[src/rtl/weight_buffer_loader.sv]
`default_nettype none
// ============================================================================
//  Module      : weight_buffer_loader
//  Description : Write-side distributor for the per-column weight FIFOs of
//                the systolic array. A single row-major weight stream
//                (valid/ready) is spread across SYS_COLS column FIFOs:
//                beat k goes to column k mod SYS_COLS, row k div SYS_COLS.
//                Reports tile completion (done) and protocol errors (err).
//
//  Ports       : clk, rst            clock, synchronous active-high reset
//                start, tile_rows    begin a tile load / rows per column
//                s_valid, s_ready,   weight stream handshake, data and
//                s_data, s_last      end-of-tile marker
//                fifo_full           per-column FIFO full flags
//                wr_en, din          per-column FIFO write enable / data
//                                    (lane c is din[c*W_BITWIDTH +: W_BITWIDTH])
//                busy, done, err     status to the controller
//
//  Revision    : 1.0 - initial release
// ============================================================================
module weight_buffer_loader #(
    parameter int SYS_COLS   = 4,
    parameter int W_BITWIDTH = 8,
    parameter int MAX_ROWS   = 64,
    parameter int ROW_W      = $clog2(MAX_ROWS + 1)
) (
    input  logic                           clk,
    input  logic                           rst,
    input  logic                           start,
    input  logic [ROW_W-1:0]               tile_rows,
    input  logic                           s_valid,
    output logic                           s_ready,
    input  logic [W_BITWIDTH-1:0]          s_data,
    input  logic                           s_last,
    input  logic [SYS_COLS-1:0]            fifo_full,
    output logic [SYS_COLS-1:0]            wr_en,
    output logic [SYS_COLS*W_BITWIDTH-1:0] din,
    output logic                           busy,
    output logic                           done,
    output logic                           err
);

    localparam int                 c_COL_W    = $clog2(SYS_COLS);
    localparam logic [c_COL_W-1:0] c_LAST_COL = c_COL_W'(SYS_COLS - 1);
    localparam logic [ROW_W-1:0]   c_MAX_ROWS = ROW_W'(MAX_ROWS);

    localparam logic [1:0] c_S_IDLE = 2'd0;
    localparam logic [1:0] c_S_LOAD = 2'd1;
    localparam logic [1:0] c_S_DONE = 2'd2;

    logic [1:0]            r_state;
    logic [c_COL_W-1:0]    r_col;
    logic [ROW_W-1:0]      r_row;
    logic [ROW_W-1:0]      r_rows;
    logic                  r_err;
    logic [SYS_COLS-1:0]   r_wr_en;
    logic [W_BITWIDTH-1:0] r_din [SYS_COLS];

    logic [1:0]            w_state_nxt;
    logic [c_COL_W-1:0]    w_col_nxt;
    logic [ROW_W-1:0]      w_row_nxt;
    logic [ROW_W-1:0]      w_rows_nxt;
    logic                  w_err_nxt;
    logic                  w_ready;
    logic                  w_accept;
    logic                  w_final;
    logic                  w_start_ok;
    logic [SYS_COLS-1:0]   w_sel;

    // ------------------------------------------------------------------------
    // Handshake and next-state logic
    // ------------------------------------------------------------------------
    always_comb begin
        // A column's next beat arrives at least SYS_COLS cycles after its
        // previous one, so a registered full flag is always up to date here.
        w_ready    = (r_state == c_S_LOAD) && !fifo_full[r_col];
        w_accept   = s_valid && w_ready;
        w_final    = (r_row == (r_rows - ROW_W'(1))) && (r_col == c_LAST_COL);
        w_start_ok = (tile_rows != '0) && (tile_rows <= c_MAX_ROWS);

        w_sel        = '0;
        w_sel[r_col] = 1'b1;

        w_state_nxt = r_state;
        w_col_nxt   = r_col;
        w_row_nxt   = r_row;
        w_rows_nxt  = r_rows;
        w_err_nxt   = r_err;

        case (r_state)
            c_S_IDLE: begin
                if (start) begin
                    if (w_start_ok) begin
                        w_rows_nxt  = tile_rows;
                        w_col_nxt   = '0;
                        w_row_nxt   = '0;
                        w_err_nxt   = 1'b0;
                        w_state_nxt = c_S_LOAD;
                    end else begin
                        // Illegal tile size: flag it and finish without writing.
                        w_err_nxt   = 1'b1;
                        w_state_nxt = c_S_DONE;
                    end
                end
            end
            c_S_LOAD: begin
                if (w_accept) begin
                    if (w_final) begin
                        w_state_nxt = c_S_DONE;
                        if (!s_last) begin
                            w_err_nxt = 1'b1;
                        end
                    end else if (s_last) begin
                        // Premature end of tile: this beat is still written,
                        // the remaining column entries are abandoned.
                        w_err_nxt   = 1'b1;
                        w_state_nxt = c_S_DONE;
                    end else if (r_col == c_LAST_COL) begin
                        w_col_nxt = '0;
                        w_row_nxt = r_row + ROW_W'(1);
                    end else begin
                        w_col_nxt = r_col + c_COL_W'(1);
                    end
                end
            end
            c_S_DONE: begin
                w_state_nxt = c_S_IDLE;
            end
            default: begin
                w_state_nxt = c_S_IDLE;
            end
        endcase
    end

    // ------------------------------------------------------------------------
    // State register
    // ------------------------------------------------------------------------
    always_ff @(posedge clk) begin
        if (rst) begin
            r_state <= c_S_IDLE;
        end else begin
            r_state <= w_state_nxt;
        end
    end

    // ------------------------------------------------------------------------
    // Counters, error flag and write strobe (one cycle after acceptance)
    // ------------------------------------------------------------------------
    always_ff @(posedge clk) begin
        if (rst) begin
            r_col   <= '0;
            r_row   <= '0;
            r_rows  <= '0;
            r_err   <= 1'b0;
            r_wr_en <= '0;
        end else begin
            r_col   <= w_col_nxt;
            r_row   <= w_row_nxt;
            r_rows  <= w_rows_nxt;
            r_err   <= w_err_nxt;
            r_wr_en <= w_accept ? w_sel : '0;
        end
    end

    // ------------------------------------------------------------------------
    // Per-column data lanes: only the addressed lane loads, the others hold.
    // ------------------------------------------------------------------------
    for (genvar g = 0; g < SYS_COLS; g++) begin : g_lane
        localparam logic [c_COL_W-1:0] c_LANE = c_COL_W'(g);

        always_ff @(posedge clk) begin
            if (rst) begin
                r_din[g] <= '0;
            end else if (w_accept && (r_col == c_LANE)) begin
                r_din[g] <= s_data;
            end
        end

        assign din[g*W_BITWIDTH +: W_BITWIDTH] = r_din[g];
    end

    assign s_ready = w_ready;
    assign wr_en   = r_wr_en;
    assign busy    = (r_state == c_S_LOAD) || (r_state == c_S_DONE);
    assign done    = (r_state == c_S_DONE);
    assign err     = r_err;

endmodule
`default_nettype wire
[config.mk]
export PLATFORM = sky130hd
export DESIGN_NAME = weight_buffer_loader
export DESIGN_NICKNAME = d
export VERILOG_FILES = /design/src/rtl/weight_buffer_loader.sv
export SDC_FILE = /design/constraint.sdc
export NUM_CORES = 1
export LEC_CHECK = 0
export ABC_AREA = 1
export CORE_UTILIZATION = 53
export DETAILED_ROUTE_END_ITERATION = 8
export HOLD_SLACK_MARGIN = 0.05
export PLACE_DENSITY = 0.93
export SLEW_MARGIN = 20
export SYNTH_ARGS = -nofsm -noshare
export SYNTH_HDL_FRONTEND = slang
export SYNTH_SLANG_ARGS = --single-unit
[constraint.sdc]
create_clock -name clk -period 4.65 [get_ports clk]
set_input_delay 1.1625 -clock clk [delete_from_list [all_inputs] [get_ports clk]]
set_output_delay 1.1625 -clock clk [all_outputs]
set_load 0.05 [all_outputs]
; Word-level counts from Yosys, hierarchy flattened
; Memories as Yosys holds them, arrays and structs flattened.
; Index checks and enable logic that the tools add are counted.
[op_classes]
n_addsub = 3
n_bitwise = 5
n_reduce_logical = 21
mux = 49
n_eq_ne = 14
magnitude_cmp = 3
[op_table]
columns = op, n
row1 = $mux W7, 6
row2 = $mux W8, 4
row3 = $mux W1, 22
row4 = $mux W2, 11
row5 = $pmux W7 S2, 1
row6 = $ne A2 B2 Y1 const B, 6
row7 = $logic_and A1 B1 Y1, 9
row8 = $pmux W2 S2, 2
row9 = $add A7 B1 Y7 const B, 1
row10 = $eq A7 B7 Y1, 1
row11 = $le A7 B7 Y1 const B, 1
row12 = $reduce_and A7 Y1, 1
row13 = $reduce_bool A7 Y1, 1
row14 = $sub A7 B1 Y7 const B, 1
row15 = $eq A2 B2 Y1 const B, 3
row16 = $ne A3 B3 Y1 const B, 2
row17 = $reduce_and A3 Y1, 2
row18 = $reduce_and A6 Y1, 1
row19 = $reduce_and A5 Y1, 1
row20 = $eq A2 B1 Y1 const B, 2
row21 = $logic_not A2 Y1, 2
row22 = $or A1 B1 Y1, 4
row23 = $lt A2 B3 Y1 const B, 1
row24 = $add A2 B1 Y2 const B, 1
row25 = 9 further kinds, 9
[word_totals]
word_cells = 102
inputBits = 24
memories = 1
ram_bits = 32
out_inout_bits = 40
regBits = 23
[memory_table]
columns = name, depth, width, rd, rd_ports_with_merged_regs, write_ports, line
row1 = r_din, 4, 8, 4, 0, 4, 57  ; logic [W_BITWIDTH-1:0] r_din [SYS_COLS];

; Longest topological paths before layout
[logic_depth]
depth_word = 10
depth_mapped = 16
depth_no_buf = 15

; Worst setup path before layout
; OpenSTA, ideal clock, no wires.
[synth_path]
path_type = input port to flip-flop
start = in fifo_full[3]
end = mem r_din[0][0] (enable)
arrival_ns = 2.682
slack_ns = 1.584
path_buffers = 0
path_stages = 5
setup_ns = 0.384
required_ns = 4.266
path_cell_list = nand2_1 -> nand3_1 -> a21oi_2 -> nand2_2 -> o21ai_0
[synth_lines]
columns = item, line
row1 = start: declaration, 35  ; input logic [SYS_COLS-1:0] fifo_full,
row2 = end: declaration, 57

; Worst setup path in the final report
[layout_path]
start = in fifo_full[1]
end = out s_ready
[layout_via]
elab_chain_len = 4
[layout_lines]
columns = item, line
row1 = $bmux W1 S2, 76  ; w_ready = (r_state == c_S_LOAD) && !fifo_full[r_col];
row2 = $mux W1 (implied by the code), 76
row3 = $logic_not A1 Y1, 76
row4 = $logic_and A1 B1 Y1, 76
row5 = end: declaration, 32  ; output logic s_ready,
; Every way passes these cells. The select of a mux whose other input is x is not followed.

==> out/qor.yml <==
outcome: "complete, no violations"
synthAdderAreaFrac: 0.0415
io_buffers: 63
grt_max_degree: 18
grt_pass1_wl_um: 8710
synth_cells: 323
core_area_mm2: 0.00482
start_kind: "input port"
startpoint: "fifo_full[1]"
drt_wl_total_um: 5410
htree_levels: 2
yosys.area_share.simple: 0.267
holdCritPathClass: "flop to flop"
tns_ns: 0
dieArea_mm2: 0.00542
crit_required_ns: 3.49
post_cts.repair.setup_buffers: 0
numClockSinks: 55
netlist_area_mm2: 0.00272
ys_warn_count: 0
hold_start: "err"
synth_seq_area_share: 0.523
clockRootBuffer: "clkbuf_8"
cp_common_cell: "clkdlybuf4s50_1"
syn_nets: 356
max_clock_freq_mhz: 255
dr.first_iter.drc_count: 110
cts-buffers-inserted: 5
worstSetupPathType: "input port to output pin"
synth_top_family_by_area: "simple AND/OR/NAND/NOR gates"
final_nets: 420
cts_tree: "done"
post_drt_wl_per_cell_um: 11.9
r2r.worst_path.cells: 6
setup_viol: 0
die_y_um: 73.6
drc: 0
drt_pass1_iterations: 4
grt-ovfl-total: 0
vias: 2260
antenna_found_initial: 0
p_leak_nw: 1.46
syn-mean-instance-area_um2: 8.41
reg2reg_from: "r_state[1]"
end_kind: "output pin"
design_power_total_mw: 1.43
fin_crit_ns: 3.92
initial_core_util: 0.564
slowest_delay_ns: 0.82
rows: 25
worstPathMaxFanout: 2
final_common_cell: "clkdlybuf4s50_1"
clk_transition_reported_paths_ns: 0.09
gp_congestion: 0.875
clk_latency_ns: 0.31
rsz0062_at_grt: "false"
hold_ws_ns: 0.457
synth_seq_cells: 55
crit_chain: "clkdlybuf4s50_1, nand2_1, nand3_1, a21oi_2, clkdlybuf4s50_1"
power.density_mw_per_mm2: 409
synth.area.mux_share: 0
detail-route-antenna-nets: 0
worst_slew_pin_slew_ns: 1.04
drv_slew: 0
hold_viol: 0
track_usage: 0.214
final_cell_mix: "clkdlybuf4s50_1 (63), nor2_1 (59), nand2_1 (58), inv_1 (41), edfxtp_1 (32)"
clock_path_buffers: 2
skew_ns: 0.00654
cts_resized: 0
arrival_ns: 2.76
slowest_stage: "clkdlybuf4s50_1"
vias_per_cell: 4.97
ff2ff_setup_slack_ns: 2.23
min_period_over_period: 0.843
synth_cell_types: 23
ir_worst_vdd_v: 0.000362
area_growth_pct: 29.2
drv_cap: 0
drive_above_1_share: 0.0954
synth_xor_xnor_area_share: 0.0193
synth_compound_area_frac: 0.0668
grt_pass1_vias: 2055
die_w_um: 73.6
cts_hold_buffers: 0
diodes: 0
whs_path_depth: 2
slew_headroom: 0.298
dpl.hpwl_um: 4190
pin_count: 64
-- path summary, 6_finish.rpt --
kind	to
worst max-delay path	s_ready
worst min-delay path	err
worst min register to register	err
worst max register to register	r_din[0][7]
-- per-stage QoR --
stage          cell area, µm²  utilization  setup WS [ns]  cells
3_3_place_gp             3400        0.705          0.756    447
2_1_floorplan            2720            -           1.58    323
5_1_grt                  3510        0.728          0.679    455
4_1_cts                  3510        0.728          0.738    455
6_report                 3510        0.728          0.731    455
3_5_place_dp             3400        0.705          0.743    447
-- synth_stat cells (all sizes together) --
cell	count	share of area
and2	1	0.0023
xor2	3	0.0097
nand2	65	0.096
buf	3	0.0078
edfxtp	32	0.35
o21ai	14	0.026
clkbuf	3	0.0041
nor2	69	0.12
a21oi	20	0.041
nor3	3	0.0055
nand4	2	0.0046
dfxtp	23	0.17
ha	9	0.041
nand3b	2	0.0055
nand3	20	0.037
inv	51	0.070
xnor2	3	0.0097
-- registers in the layout, indices dropped and copies added, names as in the netlist --
signal   cells
r_state      2
r_col        2
wr_en        4
r_din       32
r_row        7
r_rows       7
err          1
-- routing by layer --
layer	vias to the layer above	share of wire	wire length, µm	track usage
met1	1007	0.41	2220	0.239
met3	7	0.068	367	0.0439
met4	0	0.013	69	0.0940
met5	-	0	0	0
li1	1151	-	-	-
met2	95	0.51	2760	0.390
-- cells by family (layout without fill, tap and decap cells) --
family	after synthesis	after routing
AND/OR/NAND/NOR	162	162
buffers and inverters	57	122
flip-flops	55	55
AO/OA/AOI/OAI	34	34
adder cells (fa/ha/maj)	9	9
XOR/XNOR	6	6
-- critical path: cells and delay by family --
family          cells  cell delay [ns]
buf+inv             2             1.22
compound gates      1             0.19
simple gates        2             0.18
-- where the power goes --
part	internal, mW	switching [mW]
registers	0.556	0.0260
clock network	0.161	0.151
logic	0.178	0.363
total	0.895	0.540
-- area by class of cell --
| type | instances | area, µm² |
|---|---|---|
| fillers | 362 | 1310 |
| repair buffers | 63 | 631 |
| flip-flops and latches | 55 | 1420 |
| clock buffers | 6 | 72.6 |
| multi-input cells | 211 | 1070 |
| clock inverters | 2 | 37.5 |
| inverters | 51 | 191 |
| well taps | 67 | 83.8 |
(Power assumes the default switching activity.)
